`src/rtl/pipe_stage_chain.sv`:
```
// pipe_stage_chain: elastic DEPTH-stage pipeline register chain with valid/ready, flush and $0 writeback rule.
// Define PIPE_FWD_TAP_EN to add the combinational forwarding tap (fwd_addr/fwd_hit/fwd_data).
module pipe_stage_chain #(
    parameter int DATA_W = 32,
    parameter int DEPTH = 2,
    parameter int ADDR_W = 5,
    localparam int OCC_W = $clog2(DEPTH + 1)
) (
    input  logic              clk,
    input  logic              reset,
    input  logic              in_valid,
    output logic              in_ready,
    input  logic [DATA_W-1:0] in_data,
    input  logic              in_wen,
    input  logic [ADDR_W-1:0] in_waddr,
    input  logic              flush,
    output logic              out_valid,
    input  logic              out_ready,
    output logic [DATA_W-1:0] out_data,
    output logic              out_wen,
    output logic [ADDR_W-1:0] out_waddr,
    output logic [OCC_W-1:0]  occupancy
`ifdef PIPE_FWD_TAP_EN
    ,
    input  logic [ADDR_W-1:0] fwd_addr,
    output logic              fwd_hit,
    output logic [DATA_W-1:0] fwd_data
`endif
);
    logic [DEPTH-1:0] valid_q, valid_d, wen_q, wen_d, adv;
    logic [DEPTH-1:0][DATA_W-1:0] data_q, data_d;
    logic [DEPTH-1:0][ADDR_W-1:0] waddr_q, waddr_d;
    logic [DEPTH:0] v_src, w_src;
    logic [DEPTH:0][DATA_W-1:0] d_src;
    logic [DEPTH:0][ADDR_W-1:0] a_src;
    logic accept;

    // A stage may advance if it is empty or everything downstream of it advances.
    always_comb begin : p_adv
        logic a;
        a = out_ready;
        adv = '0;
        for (int i = DEPTH - 1; i >= 0; i--) begin
            a = ~valid_q[i] | a;
            adv[i] = a;
        end
    end

    assign in_ready = adv[0] & ~flush;
    assign accept   = in_valid & in_ready;

    // Source of stage i is stage i-1; stage 0 takes the input or a zeroed bubble.
    assign v_src = {valid_q, accept};
    assign w_src = {wen_q, accept & in_wen & (|in_waddr)};
    assign d_src = {data_q, accept ? in_data : {DATA_W{1'b0}}};
    assign a_src = {waddr_q, accept ? in_waddr : {ADDR_W{1'b0}}};

    always_comb begin
        valid_d = valid_q;
        wen_d   = wen_q;
        data_d  = data_q;
        waddr_d = waddr_q;
        for (int i = 0; i < DEPTH; i++) begin
            if (adv[i]) begin
                valid_d[i] = v_src[i];
                wen_d[i]   = w_src[i];
                data_d[i]  = d_src[i];
                waddr_d[i] = a_src[i];
            end
        end
        if (flush) begin
            valid_d = '0;
            wen_d   = '0;
            data_d  = '0;
            waddr_d = '0;
        end
    end

    always_ff @(posedge clk or negedge reset) begin
        if (!reset) begin
            valid_q <= '0;
            wen_q   <= '0;
            data_q  <= '0;
            waddr_q <= '0;
        end else begin
            valid_q <= valid_d;
            wen_q   <= wen_d;
            data_q  <= data_d;
            waddr_q <= waddr_d;
        end
    end

    assign out_valid = valid_q[DEPTH-1] & ~flush;
    assign out_data  = data_q[DEPTH-1];
    assign out_wen   = wen_q[DEPTH-1] & out_valid;
    assign out_waddr = waddr_q[DEPTH-1];

    always_comb begin
        occupancy = '0;
        for (int i = 0; i < DEPTH; i++) occupancy = occupancy + OCC_W'(valid_q[i]);
    end

`ifdef PIPE_FWD_TAP_EN
    // Scan oldest to youngest so the youngest matching stage wins.
    always_comb begin
        fwd_hit  = 1'b0;
        fwd_data = '0;
        for (int i = DEPTH - 1; i >= 0; i--) begin
            if (valid_q[i] && wen_q[i] && waddr_q[i] == fwd_addr && |fwd_addr && !flush) begin
                fwd_hit  = 1'b1;
                fwd_data = data_q[i];
            end
        end
    end
`endif
endmodule

```
`config.mk`:
```
export PLATFORM = sky130hd
export DESIGN_NAME = pipe_stage_chain
export DESIGN_NICKNAME = d
export VERILOG_FILES = /design/src/rtl/pipe_stage_chain.sv
export SDC_FILE = /design/constraint.sdc
export NUM_CORES = 1
export LEC_CHECK = 0
export CAP_MARGIN = 0
export CORE_AREA = 2 2 85 87
export CTS_CLUSTER_DIAMETER = 120
export DETAILED_ROUTE_END_ITERATION = 8
export DIE_AREA = 0 0 87 89
export GPL_TIMING_DRIVEN = 0
export PLACE_DENSITY = 0.82
export SYNTH_ARGS = -nofsm -noshare
export SYNTH_HDL_FRONTEND = slang
export SYNTH_SLANG_ARGS = --single-unit
```
`constraint.sdc`:
```
create_clock -name clk -period 1.9 [get_ports clk]
set_clock_uncertainty 0.1 [all_clocks]
set_input_delay 0.38 -clock clk [delete_from_list [all_inputs] [get_ports clk]]
set_output_delay 0.38 -clock clk [all_outputs]
set_load 0.02 [all_outputs]
```
==> flow_metrics.tcl <==
set metrics [dict create \
    drc 0 \
    place_hpwl_mm 5.93 \
    synth_area_um2 3480 \
    dr.pass1.iters 4 \
    clock_latency_ns 0.34 \
    diodes 0 \
    period_minus_slack_ns 1.87 \
    layout-drive-gt1-share_pct 16.2 \
    via_per_inst 5.14 \
    worst_pin_slew_ns 0.498 \
    pwr_density_cell_nw_per_um2 692 \
    die_w_um 87 \
    ys_ff_latch 78 \
    crit_type "reg2out" \
    nNetsFinal 527 \
    cts.reportedPaths.clkPinSlew_ns 0.08 \
    fin_util_pct 69.8 \
    dp_slack_ns -0.702 \
    initial_core_util_pct 51.8 \
    synthToLayoutAreaGrowth_pct 34.6 \
    syn_area_per_cell_um2 9.00 \
    fillers 529 \
    synth_xor_area_share_pct 0 \
    combinationalPowerShare_pct 12.6 \
    ioPinCount 85 \
    crit_path_max_fanout 2 \
    yosysWarningCount 0 \
    wire_per_inst_um 14.7 \
    wl_mm 8.31 \
    yosysUniqueCellTypes 18 \
    final_cell_mix "nand2_1, dfrtp_1, a21oi_1" \
    hold_class "in2reg" \
    root_buffer "clkbuf_8" \
    htreeDepth 3 \
    rows 30 \
    status "complete, no violations" \
    p_seq_share_pct 53.8 \
    grt_overflow 0 \
    die_h_um 89 \
    synthMuxAreaShare_pct 0 \
    cp-end-kind "output port" \
    synth_cells 387 \
    antenna_found_initial 0 \
    synth_area_leaders "dfrtp_1, nand2_1, a21oi_1" \
    finalSetupTns_ns 0 \
    grt_max_degree 44 \
    vias 2912 \
    cell_internal_pwr_mw 2.41 \
    clockPowerShare_pct 33.5 \
    fmax_mhz 536 \
    die-area_um2 7740 \
    slew_viol_final 0 \
    grt_pass1_vias 2872 \
    grtUsageTotal_pct 23.0 \
    swShare_pct 25.6 \
    yosys.area_share.adder_pct 0.359 \
    numPortBuffers 82 \
    cp-start-kind "flip-flop" \
    syn_nets 431 \
    timing.hold.ws_ns 0.277 \
    cts_sinks 78 \
    ant_nets 0 \
    grt_pass1_wl_mm 13.6 \
    final_area_um2 4690 \
    yosys.area_share.simple_pct 20.1 \
    p_sw_mw 0.829 \
    vdd_drop_max_v 0.000387 \
    yosysSeqAreaShare_pct 56.1 \
    place_area_um2 4420 \
    cts_tree "built" \
    hold_viol 0 \
    setup_viol 0 \
    worstPathArrival_ns 1.39 \
    final_common_cell "nand2_1" \
    synth_top_family_by_area "simple AND/OR/NAND/NOR gates" \
    p_leak_nw 2.62 \
    drtIter0Drc 158 \
    synth_top_area_share_pct 56.1 \
    yosysTopAreaCell "dfrtp_1" \
    cp.required_ns 1.42 \
    numCtsBuffers 9 \
    layout_setup_ws_ns 0.0350 \
    synth_compound_area_share_pct 10.9 \
    gp_congestion 0.770 \
    period_share_pct 98.2 \
    core-area_um2 6720 \
    relSlewSlack_pct 66.8 \
    drv_cap 0 \
    clockBufferDepth 2 \
]
[cells in the mapped netlist]
cell type,count
and2_1,1
nand2_1,113
or4_1,1
nor2b_1,1
a21oi_1,75
nand4b_1,1
nor2_1,6
nand2b_1,1
and3b_1,1
buf_2,12
dfrtp_1,78
nand3b_1,2
ha_1,1
and2b_1,1
clkbuf_1,9
buf_4,46
nand3_1,37
o21ai_0,1
[through the flow]
step                      power [mW]  cells
final                           3.24    567
after global routing            3.38    567
after CTS                       3.27    566
after detailed placement        2.19    550
after global placement          2.18    549
after floorplan                 1.97    387
[final timing paths]
| check | from | end | slack [ns] | cells after the start |
|---|---|---|---|---|
| min reg2reg | wen_q[1]$_DFFE_PN0P_ | wen_q[1]$_DFFE_PN0P_ | 0.42 | 2 |
| max in group asynchronous | reset | valid_q[0]$_DFFE_PN0P_ | 0.67 | 3 |
| min | in_valid | d_src[38]$_DFFE_PN0P_ | 0.28 | 3 |
| max | out_data[3]$_DFFE_PN0P_ | out_data[3] | 0.03 | 2 |
| min in group asynchronous | reset | out_data[5]$_DFFE_PN0P_ | 0.43 | 2 |
| max reg2reg | valid_q[1]$_DFFE_PN0P_ | d_src[53]$_DFFE_PN0P_ | 0.36 | 6 |
[repair_timing]
action / 4_1_cts / 5_1_grt
endpoints found under the hold margin: 35 / 0
setup buffers: 0 / 2
setup endpoints to repair: 9 / 33
hold buffers: 1 / 0
gates cloned: 0 / 0
gates resized for setup: 22 / 32
[metal layers]
| metal | wire length, um | up-vias | share of wire, % | GRT usage (%) |
|---|---|---|---|---|
| li1 | - | 1417 | - | - |
| met2 | 4200 | 96 | 50 | 38.7 |
| met5 | 0 | - | 0 | 0 |
| met4 | 124 | 0 | 1.5 | 9.38 |
| met3 | 538 | 12 | 6.5 | 3.79 |
| met1 | 3450 | 1387 | 42 | 30.0 |
[worst max-delay path, stage by stage (launching register included)]
cell             delay (ns)
dfrtp_1                0.35
buf_4                  0.10
clkdlybuf4s50_1        0.59
[kinds of logic (layout without fill, tap and decap cells)]
kind of cell	Yosys count	count (layout)
AOI/OAI and AO/OA	76	76
adders and majority gates	1	1
buffers and inverters	67	167
DFF	78	78
and+or+nand+nor	165	165
[power by group through the flow]
stage	sequential (mW)	combinational (mW)	clock (mW)
floorplan	1.77	0.197	0
global placement	1.78	0.399	0
detailed placement	1.78	0.414	0
CTS	1.75	0.415	1.11
global route	1.75	0.450	1.17
finish	1.75	0.410	1.09
[layout make-up]
type,count,area [um2],area share (%)
clock inverters,4,23.8,0.507
clock buffers,11,141,3.02
well taps,80,100,2.14
flip-flops and latches,78,1950,41.6
repair buffers,86,932,19.9
plain buffers,66,437,9.32
multi-input cells,242,1100,23.5
[registers in the layout, summed over array words and instances (netlist names)]
name	cells
d_src	32
out_data	32
a_src	5
out_waddr	5
valid_q	2
wen_q	2
Note: power is estimated with default switching activity, not from simulation.
